### src/rtl/cpu_clk_ctrl_pkg.sv
// Clock-controller state encodings, shared with CPU debug/monitor logic.
package cpu_clk_ctrl_pkg;

   localparam logic [2:0] ST_IDLE      = 3'd0;
   localparam logic [2:0] ST_RUN       = 3'd1;
   localparam logic [2:0] ST_STEP_ARM  = 3'd2;
   localparam logic [2:0] ST_STEP_DONE = 3'd3;
   localparam logic [2:0] ST_HALTED    = 3'd4;

   function automatic logic rise_of(input logic cur, input logic prev);
      return cur & ~prev;
   endfunction

endpackage

### src/rtl/cpu_clk_ctrl_debounce.sv
// Step-button debouncer: accepts a new level once the raw input has disagreed with the
// accepted level for DEBOUNCE_CYCLES consecutive samples; output is registered.
module cpu_clk_ctrl_debounce #(
   parameter int DEBOUNCE_CYCLES = 4
) (
   input  logic clk,
   input  logic rst,
   input  logic btn_raw,
   output logic btn_db
);

   localparam int CNT_W = (DEBOUNCE_CYCLES > 1) ? $clog2(DEBOUNCE_CYCLES) : 1;
   localparam logic [CNT_W-1:0] RELOAD = CNT_W'(DEBOUNCE_CYCLES - 1);

   logic [CNT_W-1:0] cnt_d, cnt_q;
   logic             db_d, db_q;

   always_comb begin
      cnt_d = cnt_q;
      db_d  = db_q;
      if (btn_raw == db_q) begin
         cnt_d = RELOAD;
      end else if (cnt_q == '0) begin
         db_d  = btn_raw;
         cnt_d = RELOAD;
      end else begin
         cnt_d = cnt_q - 1'b1;
      end
   end

   always_ff @(posedge clk) begin
      if (rst) begin
         cnt_q <= RELOAD;
         db_q  <= 1'b0;
      end else begin
         cnt_q <= cnt_d;
         db_q  <= db_d;
      end
   end

   assign btn_db = db_q;

endmodule

### src/rtl/cpu_clk_ctrl.sv
// Turns the clk_div2 output into paired one-cycle CPU enables with run/step/halt control.
// Edge seen in cycle t produces its pulse in cycle t+1; clk_en_n always follows its clk_en.
module cpu_clk_ctrl
   import cpu_clk_ctrl_pkg::*;
#(
   parameter int DEBOUNCE_CYCLES = 4
) (
   input  logic clk,
   input  logic rst,
   input  logic div_clk_in,
   input  logic run_mode,
   input  logic step_btn,
   input  logic hlt,
   output logic clk_en,
   output logic clk_en_n,
   output logic halted
);

   logic       div_q, btn_prev_q;
   logic [2:0] state_d, state_q;
   logic       pending_d, pending_q;
   logic       clk_en_d, clk_en_q;
   logic       clk_en_n_d, clk_en_n_q;
   logic       halted_d, halted_q;
   logic       btn_db, rise, fall, press;

   cpu_clk_ctrl_debounce #(.DEBOUNCE_CYCLES(DEBOUNCE_CYCLES)) u_debounce (
      .clk     (clk),
      .rst     (rst),
      .btn_raw (step_btn),
      .btn_db  (btn_db)
   );

   assign rise  = rise_of(div_clk_in, div_q);
   assign fall  = rise_of(div_q, div_clk_in);
   assign press = rise_of(btn_db, btn_prev_q);

   always_comb begin
      state_d    = state_q;
      clk_en_d   = 1'b0;
      clk_en_n_d = 1'b0;
      case (state_q)
         ST_IDLE: begin
            if (hlt)           state_d = ST_HALTED;
            else if (run_mode) state_d = ST_RUN;
            else if (press)    state_d = ST_STEP_ARM;
         end
         ST_RUN: begin
            // An open rise/fall pair must close before any mode change is honoured.
            if (pending_q)      clk_en_n_d = fall;
            else if (hlt)       state_d = ST_HALTED;
            else if (!run_mode) state_d = ST_IDLE;
            else                clk_en_d = rise;
         end
         ST_STEP_ARM: begin
            if (pending_q) begin
               if (fall) begin
                  clk_en_n_d = 1'b1;
                  state_d    = ST_STEP_DONE;
               end
            end else if (hlt) begin
               state_d = ST_HALTED;
            end else begin
               clk_en_d = rise;
            end
         end
         ST_STEP_DONE: begin
            if (hlt)          state_d = ST_HALTED;
            else if (!btn_db) state_d = ST_IDLE;
         end
         ST_HALTED: state_d = ST_HALTED;
         default:   state_d = ST_IDLE;
      endcase

      pending_d = pending_q;
      if (clk_en_d)        pending_d = 1'b1;
      else if (clk_en_n_d) pending_d = 1'b0;
      halted_d = (state_d == ST_HALTED);
   end

   always_ff @(posedge clk) begin
      if (rst) begin
         div_q      <= 1'b0;
         btn_prev_q <= 1'b0;
         state_q    <= ST_IDLE;
         pending_q  <= 1'b0;
         clk_en_q   <= 1'b0;
         clk_en_n_q <= 1'b0;
         halted_q   <= 1'b0;
      end else begin
         div_q      <= div_clk_in;
         btn_prev_q <= btn_db;
         state_q    <= state_d;
         pending_q  <= pending_d;
         clk_en_q   <= clk_en_d;
         clk_en_n_q <= clk_en_n_d;
         halted_q   <= halted_d;
      end
   end

   assign clk_en   = clk_en_q;
   assign clk_en_n = clk_en_n_q;
   assign halted   = halted_q;

endmodule
### config.mk
export PLATFORM = sky130hd
export DESIGN_NAME = cpu_clk_ctrl
export DESIGN_NICKNAME = d
export VERILOG_FILES = /design/src/rtl/cpu_clk_ctrl_pkg.sv /design/src/rtl/cpu_clk_ctrl_debounce.sv /design/src/rtl/cpu_clk_ctrl.sv
export SDC_FILE = /design/constraint.sdc
export NUM_CORES = 1
export LEC_CHECK = 0
export ABC_AREA = 1
export CAP_MARGIN = 30
export CELL_PAD_IN_SITES_DETAIL_PLACEMENT = 1
export CELL_PAD_IN_SITES_GLOBAL_PLACEMENT = 1
export CORE_MARGIN = 3
export CORE_UTILIZATION = 34
export DETAILED_ROUTE_END_ITERATION = 16
export GPL_TIMING_DRIVEN = 0
export PLACE_DENSITY_LB_ADDON = 0.1
export SYNTH_ARGS = -nofsm -noshare
export SYNTH_HDL_FRONTEND = slang
export SYNTH_HIERARCHICAL = 1
export SYNTH_SLANG_ARGS = --single-unit
### constraint.sdc
create_clock -name clk -period 1.1 [get_ports clk]
set_input_delay 0.22 -clock clk [delete_from_list [all_inputs] [get_ports clk]]
set_output_delay 0.22 -clock clk [all_outputs]
set_load 0.05 [all_outputs]
==> summary.md <==
| Metric | Value |
|---|---|
| Status | `finished clean` |
| Relative slew slack | `78.02%` |
| Slowest Stage Delay on Critical Path | `0.31 ns` |
| Final WL | `1521 um` |
| Clock-pin transition on the worst setup and hold timing paths | `0.06 ns` |
| CORE AREA | `1577 um2` |
| Max H-tree Level | `1` |
| Die Span Y | `47.94 um` |
| Critical path startpoint category | `flop` |
| Top area cells in the synthesized netlist | `dfxtp_1, nand2_1, inv_1` |
| Drt via density | `4.903` |
| Clk sinks | `12` |
| Most frequent cells in the layout | `nand2_1, inv_1, nor2_1` |
| Site row count | `14` |
| Initial antenna violation count | `0` |
| Wirelength per Cell | `12.27 um` |
| Antenna diode count | `0` |
| Filler Cell Count | `218` |
| Nets@finish | `117` |
| VDD IR-drop max | `0.0007822 V` |
| First-pass GRT wire length | `2290 um` |
| Area delta synth->final | `25.73%` |
| Post-synthesis sequential area ratio | `40.17%` |
| Minimum period implied by the final worst setup slack | `1.050 ns` |
| Placement Setup Slack | `-0.3183 ns` |
| Clock Skew | `0.01106 ns` |
| Clk_lat worst skew | `0.27 ns` |
| Setup ws final | `0.05016 ns` |
| Die ar. | `2298 um2` |
| Critical path, cell by cell | `buf_2` |
| Total CTS buffers | `3` |
| Worst path top cell family by delay | `flip-flops` |
| YS warnings | `6` |
| Setup_tns | `0 ns` |
| Chip Width | `47.94 um` |
| Worst Setup End Kind | `output pin` |
| Tot GR Track Use | `14.46%` |
| Slowest CP cell | `dfxtp_1` |
| Number of global-route vias before repair | `552` |
| Post-synth top area share | `40.17%` |
| Worst path bufs/invs | `1` |
| Initial cell density of the core | `37.94%` |
| Largest buffer count on any clock path | `2` |
| Largest net degree at the start of global routing | `9` |
| Cells after Synth | `97` |
| Most common cell after layout, fill and taps aside | `nand2_1` |
| Hold_buf cts | `0` |
| Hold Vio Cnt, Final | `0` |
| Grt ovf | `0` |
| Vias | `608` |
| CP Depth | `1` |
| Layout cells sized above 1 | `20.37%` |
| Power Total | `901.1 uW` |
| Mapped Nets | `104` |
| # setup viols final | `0` |
| IO Port Bufs | `8` |
| Critical path type | `reg2out` |
| Crit-path max FO | `1` |
| Drt initial violations | `6` |
| Fin. max-slew vios | `0` |
| R2r worst-path depth | `6` |
| CTS Root Cell | `clkbuf_4` |
| I/O pin total | `9` |
| Finished Core Util | `47.70%` |
| Post-DP HPWL | `1140 um` |
| Fin crit share | `95.44%` |
| Slew @ Worst Pin | `0.3292 ns` |
| Residual DRC | `0` |
| Worst path required time | `0.88 ns` |
| Leak | `0.0004365 uW` |
| Detail Route Antenna Nets | `0` |
| Gpl congestion | `0.7685` |
| Yosys reg bits | `12` |
| Syn Area/Cell | `6.166 um2` |
| Fmax | `0.9525 GHz` |
| Cell Area, Synth | `598.1 um2` |
| Max Cap Viol | `0` |
| Post-synth top area cell | `dfxtp_1` |
| DRT Pass-1 Iters | `4` |
| CTS tree | `built` |
| Hold depth | `3` |
| Pwr dens | `1198 nW/um2` |
| Yosys cell types | `12` |
| Critical Path AT | `0.83 ns` |
| Min-Delay Path Class | `in2reg` |
-- registers in the layout, indices dropped and copies added, names as in the netlist --
register / cells
u_debounce/btn_db: 1
state_q: 3
clk_en_n: 1
btn_prev_q: 1
u_debounce/cnt_q: 2
halted: 1
div_q: 1
pending_q: 1
clk_en: 1
-- logic make-up after synthesis --
group | share of synthesized area (%)
AND/OR/NAND/NOR | 40.79
flip-flops | 40.17
adder cells (fa/ha/maj) | 2.092
AO/OA/AOI/OAI | 2.510
buffers and inverters | 14.43
-- metrics by stage --
| step | cells | cell area, um2 | hold slack (ns) |
|---|---|---|---|
| after global routing | 124 | 752.0 | 0.3334 |
| after global placement | 121 | 698.2 | 0.4031 |
| after CTS | 124 | 706.9 | 0.4235 |
| after floorplan | 97 | 598.1 | 0.2916 |
| after detailed placement | 121 | 698.2 | 0.4076 |
| final | 124 | 752.0 | 0.3169 |
-- per-layer routing --
layer / vias up / part of all wire (%) / routed length, um / track usage (%)
met1: 285 / 42 / 646 / 16.67
met3: 2 / 4.7 / 71 / 5.639
li1: 309 / - / - / -
met2: 12 / 52 / 788 / 24.27
met4: 0 / 0.92 / 14 / 4.839
met5: - / 0 / 0 / 0
-- layout make-up --
cell class / count / area (um2) / share of cell area [%]
clock buffers: 3 / 22.52 / 2.995
inverters: 23 / 86.33 / 11.48
multi-input cells: 62 / 304.0 / 40.43
flip-flops and latches: 12 / 250.2 / 33.28
well taps: 16 / 20.02 / 2.662
repair buffers: 8 / 68.82 / 9.151
-- path summary, 6_finish.rpt --
path	slack, ns	end	startpoint
setup reg to reg	0.07	pending_q$_SDFFE_PP0P_	state_q[1]$_SDFF_PP0_
hold reg to reg	0.42	u_debounce/cnt_q[0]$_SDFF_PP1_	u_debounce/cnt_q[0]$_SDFF_PP1_
setup / recovery	0.05	clk_en	clk_en$_SDFF_PP0_
hold / removal	0.32	clk_en$_SDFF_PP0_	run_mode
-- Yosys cell counts --
cell / number
nand4_1: 4
nand3b_1: 1
ha_1: 1
nor2_2: 2
inv_1: 23
o21ai_1: 1
nand2_1: 30
o21ai_0: 2
nor3_1: 1
nand3_1: 5
dfxtp_1: 12
nor2_1: 15
-- repair_timing --
action	CTS	global route
gates resized for setup	18	18
endpoints found under the setup margin	7	5
setup buffers	0	0
pin swaps	0	2
-- where the power goes --
group,internal [uW],total [uW],switching (uW)
clock,126,260,134
combinational,60.7,169,108
sequential,454,472,18.1
-- worst reg2reg max path, cell delays in order, from the launching register on --
cell     delay, ns
dfxtp_4       0.38
inv_1         0.10
nand3_2       0.11
nand2_2       0.11
nand2_1       0.08
nand3_1       0.07
o21ai_0       0.07
No activity file was read; power rests on OpenSTA's default activity.
